**src/rtl/input_debouncer.sv**
```systemverilog
// Multi-channel switch conditioner: two-flop synchronizer plus per-channel debounce FSM.
// Optional macro DEBOUNCE_EDGE_EN compiles in the rise/fall edge pulse logic.
module input_debouncer #(
    parameter int WIDTH         = 2,
    parameter int CNT_W         = 20,
    parameter int STABLE_CYCLES = 1000000
) (
    input  logic             clk,
    input  logic             rst_n,
    input  logic [WIDTH-1:0] raw,
    output logic [WIDTH-1:0] o,
    output logic [WIDTH-1:0] rise,
    output logic [WIDTH-1:0] fall
);

    // Bit 1 of the encoding is the debounced level, so o comes straight off a flop.
    typedef enum logic [1:0] {
        STABLE_LO = 2'b00,
        WAIT_HI   = 2'b01,
        STABLE_HI = 2'b11,
        WAIT_LO   = 2'b10
    } state_t;

    localparam logic [CNT_W-1:0] STABLE_CNT = CNT_W'(STABLE_CYCLES);
    localparam logic [CNT_W-1:0] CNT_ONE    = CNT_W'(1);

    logic [WIDTH-1:0] sync1;
    logic [WIDTH-1:0] sync2;

    // Two-flop synchronizer; sync2 is the only view of raw used below.
    always_ff @(posedge clk or negedge rst_n) begin
        if (!rst_n) begin
            sync1 <= '0;
            sync2 <= '0;
        end else begin
            sync1 <= raw;
            sync2 <= sync1;
        end
    end

    genvar n;
    for (n = 0; n < WIDTH; n++) begin : g_ch
        state_t           state;
        state_t           state_next;
        logic [CNT_W-1:0] cnt;
        logic [CNT_W-1:0] cnt_next;

        // Per-channel state and stability counter.
        always_ff @(posedge clk or negedge rst_n) begin
            if (!rst_n) begin
                state <= STABLE_LO;
                cnt   <= '0;
            end else begin
                state <= state_next;
                cnt   <= cnt_next;
            end
        end

        // Next state: enter WAIT on a change, commit after STABLE_CYCLES, drop on bounce.
        always_comb begin
            state_next = state;
            cnt_next   = '0;
            unique case (state)
                STABLE_LO: begin
                    if (sync2[n]) begin
                        state_next = WAIT_HI;
                        cnt_next   = CNT_ONE;
                    end
                end
                WAIT_HI: begin
                    if (!sync2[n]) begin
                        state_next = STABLE_LO;
                    end else if (cnt == STABLE_CNT) begin
                        state_next = STABLE_HI;
                    end else begin
                        cnt_next = cnt + CNT_ONE;
                    end
                end
                STABLE_HI: begin
                    if (!sync2[n]) begin
                        state_next = WAIT_LO;
                        cnt_next   = CNT_ONE;
                    end
                end
                WAIT_LO: begin
                    if (sync2[n]) begin
                        state_next = STABLE_HI;
                    end else if (cnt == STABLE_CNT) begin
                        state_next = STABLE_LO;
                    end else begin
                        cnt_next = cnt + CNT_ONE;
                    end
                end
                default: begin
                    state_next = STABLE_LO;
                end
            endcase
        end

        assign o[n] = state[1];
    end

`ifdef DEBOUNCE_EDGE_EN
    logic [WIDTH-1:0] o_d;

    // One-cycle delayed copy of o for edge detection.
    always_ff @(posedge clk or negedge rst_n) begin
        if (!rst_n) begin
            o_d <= '0;
        end else begin
            o_d <= o;
        end
    end

    assign rise = o & ~o_d;
    assign fall = ~o & o_d;
`else
    assign rise = '0;
    assign fall = '0;
`endif

endmodule

```
**config.mk**
```make
export PLATFORM = sky130hd
export DESIGN_NAME = input_debouncer
export DESIGN_NICKNAME = d
export VERILOG_FILES = /design/src/rtl/input_debouncer.sv
export SDC_FILE = /design/constraint.sdc
export NUM_CORES = 1
export LEC_CHECK = 0
export CAP_MARGIN = 20
export CORE_ASPECT_RATIO = 0.6
export CORE_MARGIN = 2
export CORE_UTILIZATION = 60
export DETAILED_ROUTE_END_ITERATION = 16
export HOLD_SLACK_MARGIN = 0.06
export PLACE_DENSITY = 0.79
export SKIP_CTS_REPAIR_TIMING = 1
export SYNTH_ARGS = -nofsm -noshare
export SYNTH_HDL_FRONTEND = slang
export SYNTH_SLANG_ARGS = --single-unit
```
**constraint.sdc**
```tcl
create_clock -name clk -period 2.2 [get_ports clk]
set_input_delay 0.44 -clock clk [delete_from_list [all_inputs] [get_ports clk]]
set_output_delay 0.44 -clock clk [all_outputs]
set_load 0.02 [all_outputs]
```
==> results.json <==
{
  "status": "completed",
  "setup-violations-final": 0,
  "seq_power_share_pct": 41.2,
  "synth_area_leaders": "sky130_fd_sc_hd__dfrtp_1 (46%), sky130_fd_sc_hd__xor2_1 (9.1%), sky130_fd_sc_hd__ha_1 (6.7%)",
  "dieHeight_um": 55.02,
  "clk_path_buf_depth": 2,
  "timing.final.hold_violations": 0,
  "route.final.wire_length_um": 4510,
  "grt_pass1_vias": 1653,
  "num_antenna_cells": 0,
  "nNetsFinal": 289,
  "yosys_register_bits": 48,
  "hpwl_um": 3117,
  "crit_chain": "inv_1 > ha_1 > nor4bb_1 > and4b_1 > a31o_2 > or2_2 > o221ai_2",
  "dr.first_iter.drc_count": 127,
  "vias": 1778,
  "cpPeakStageDelay_ns": 0.46,
  "cts_made_buffers": 5,
  "power_report.internal_total_uw": 1668,
  "worst_slew_margin_rel_pct": 60.37,
  "ys_warn_count": 0,
  "drt_pre_antenna_iters": 4,
  "synthFlopType": "sky130_fd_sc_hd__dfrtp_1",
  "grt.overflow.total": 0,
  "ant_nets": 0,
  "place_area_um2": 2670,
  "power.ir.vdd_worst_mv": 0.6944,
  "clockPowerShare_pct": 27.5,
  "final_weighted_congestion_in_routability_driven_placement": 0.7745,
  "worst_hold_path_type": "in2async",
  "asyncSetResetFlopFracSynth_pct": 100.0,
  "cts_tree": "yes",
  "first_pass_grt_wire_length_um": 8017,
  "critical_path_class": "reg2reg",
  "placementRows": 18,
  "final-max-slew-violation-count": 0,
  "gr-usage-all-layers_pct": 21.75,
  "worst-endpoint-required_ns": 2.42,
  "tightest_slew_ns": 0.5945,
  "design_area_um2": 2796,
  "floorplan.initialDensity_pct": 62.80,
  "worst_ep_arrival_ns": 2.18,
  "maximum_clock_skew_at_final_layout_ns": 0.006014,
  "clkLatencyLatePin_ns": 0.30,
  "rsz_0062_raised_after_global_routing": "no",
  "filler_cell_count": 340,
  "finalPower_uw": 2503,
  "postSynthAreaPerCell_um2": 9.821,
  "synth-edff-count": 0,
  "wl_per_cell_um": 13.58,
  "clkSlewWorstSetupHoldPaths_ns": 0.08,
  "achievable-frequency_mhz": 510.3,
  "syn_inst": 265,
  "r2r_slack_ns": 0.24,
  "place.port_buffers": 5,
  "layout-area-overhead-vs-synth_pct": 7.452,
  "cts_htree_levels": 2,
  "fin_ws_ns": 0.2403,
  "switchingPower_uw": 834.8,
  "post-route-period-util_pct": 89.08,
  "die-width_um": 89.03,
  "cap_viol_max_count": 0,
  "vias_per_cell": 5.355,
  "pin_count_of_the_biggest_net_entering_global_routing": 49,
  "synth_area_um2": 2602,
  "worst-path-max-fanout": 20,
  "layout-drive-gt1-share_pct": 6.250,
  "power.share.switching_pct": 33.35,
  "cpMaxStageDelayCell": "sky130_fd_sc_hd__or2_2",
  "place_worst_setup_slack_ns": 0.1271,
  "setup_tns_ns": 0,
  "power.density_cell_area_nw_per_um2": 895.0,
  "drc_violation_count_after_routing": 0,
  "root_buffer": "sky130_fd_sc_hd__clkbuf_8",
  "num_io_pins": 10,
  "proportion_of_synthesized_chip_area_in_sequential_cells_pct": 46.15,
  "leakagePower_uw": 0.001233,
  "ys_types": 41,
  "antenna_found_initial": 0,
  "endpoint_kind": "flip-flop",
  "critical_path.startpoint_type": "flip-flop",
  "final_critical_path_required_period_ns": 1.960,
  "power.combinational.fraction_pct": 31.3,
  "placeableCoreArea_um2": 4144,
  "yosysTopAreaCell": "sky130_fd_sc_hd__dfrtp_1",
  "dieArea_um2": 4898,
  "synth_top_area_share_pct": 46.15,
  "cts.sinks": 48
}
-- path summary, 6_finish.rpt --
check	from	endpoint	depth (start not counted)
max	g_ch[0].cnt[0]	g_ch[0].cnt[0]	7
min	rst_n	g_ch[1].cnt[9]	2
max reg2reg	g_ch[0].cnt[0]	g_ch[0].cnt[0]	7
min reg2reg	sync1[0]	sync2[0]	0
max in group asynchronous	rst_n	g_ch[0].cnt[7]	2
min in group clk	sync1[0]	sync2[0]	0
-- worst max-delay path, delay by kind of cell (launching register included) --
kind            cells  cell delay (ns)
compound gates      2             0.46
fa+ha+maj           1             0.18
buf+inv             1             0.06
flops               1             0.40
simple gates        3             0.77
-- power groups by stage --
stage               Sequential, µW  Clock [µW]  Combinational, µW
floorplan                     1030           0                645
global placement              1040           0                757
detailed placement            1050           0                775
CTS                           1030         708                782
global route                  1040         736                913
finish                        1030         688                785
-- registers in the layout, indices dropped and copies added (netlist names) --
name	cells
sync2	2
g_ch.state	4
g_ch.cnt	40
sync1	2
-- layout by cell type, fill, tap and decap left out, types with 7 or more instances in the layout --
cell / synthesis / layout
sky130_fd_sc_hd__nand2_1: 18 / 18
sky130_fd_sc_hd__nand3_1: 13 / 13
sky130_fd_sc_hd__nand4_1: 10 / 10
sky130_fd_sc_hd__dfrtp_1: 48 / 48
sky130_fd_sc_hd__xnor2_1: 9 / 9
sky130_fd_sc_hd__ha_1: 14 / 14
sky130_fd_sc_hd__inv_1: 15 / 15
sky130_fd_sc_hd__and4_1: 7 / 7
sky130_fd_sc_hd__clkbuf_8: 0 / 7
sky130_fd_sc_hd__xor2_1: 27 / 27
sky130_fd_sc_hd__nor2_1: 46 / 46
-- through the flow --
stage / hold slack, ns / utilization, % / std cells
finish: 0.2190 / 67.48 / 332
global route: 0.2648 / 67.48 / 332
CTS: 0.2439 / 67.48 / 332
detailed placement: 0.3362 / 64.43 / 324
global placement: 0.3314 / 64.43 / 324
floorplan: 0.1444 / - / 268
-- layout make-up --
type / instances / area, µm² / area share, %
clock buffers: 7 / 96.34 / 3.445
clock inverters: 1 / 30.03 / 1.074
inverters: 15 / 56.30 / 2.013
multi-input cells: 193 / 1270 / 45.41
flip-flops and latches: 48 / 1201 / 42.95
well taps: 60 / 75.07 / 2.685
repair buffers: 8 / 67.56 / 2.416
-- per-layer routing --
| metal | GRT usage [%] | vias up | part of all wire, % | wire [µm] |
|---|---|---|---|---|
| met5 | 0 | - | 0 | 0 |
| met4 | 4.229 | 0 | 0.53 | 24 |
| met3 | 5.045 | 4 | 3.5 | 156 |
| met2 | 29.10 | 31 | 40 | 1805 |
| met1 | 35.40 | 852 | 56 | 2523 |
| li1 | - | 891 | - | - |
-- cell usage after synthesis (all sizes together) (4+ instances only) --
| master | number |
|---|---|
| buf | 12 |
| a21oi | 4 |
| dfrtp | 48 |
| and4 | 7 |
| nand4 | 10 |
| inv | 15 |
| xnor2 | 9 |
| and3 | 4 |
| nor2 | 46 |
| nor3 | 4 |
| nand3 | 13 |
| ha | 14 |
| nand2 | 18 |
| and2 | 4 |
| xor2 | 27 |
-- cell families (layout without fill, tap and decap cells) --
group                    after synthesis  after routing  share of synthesized area (%)
AO/OA/AOI/OAI                         17             17                          4.615
XOR/XNOR                              36             36                          12.12
adder cells (fa/ha/maj)               14             14                          6.731
buffers and inverters                 27             31                          5.481
flip-flops                            48             48                          46.15
multiplexers                           3              3                          1.154
other                                  1              4                         0.1441
AND/OR/NAND/NOR                      119            119                          23.61
Note: power is estimated with default switching activity, not from simulation.
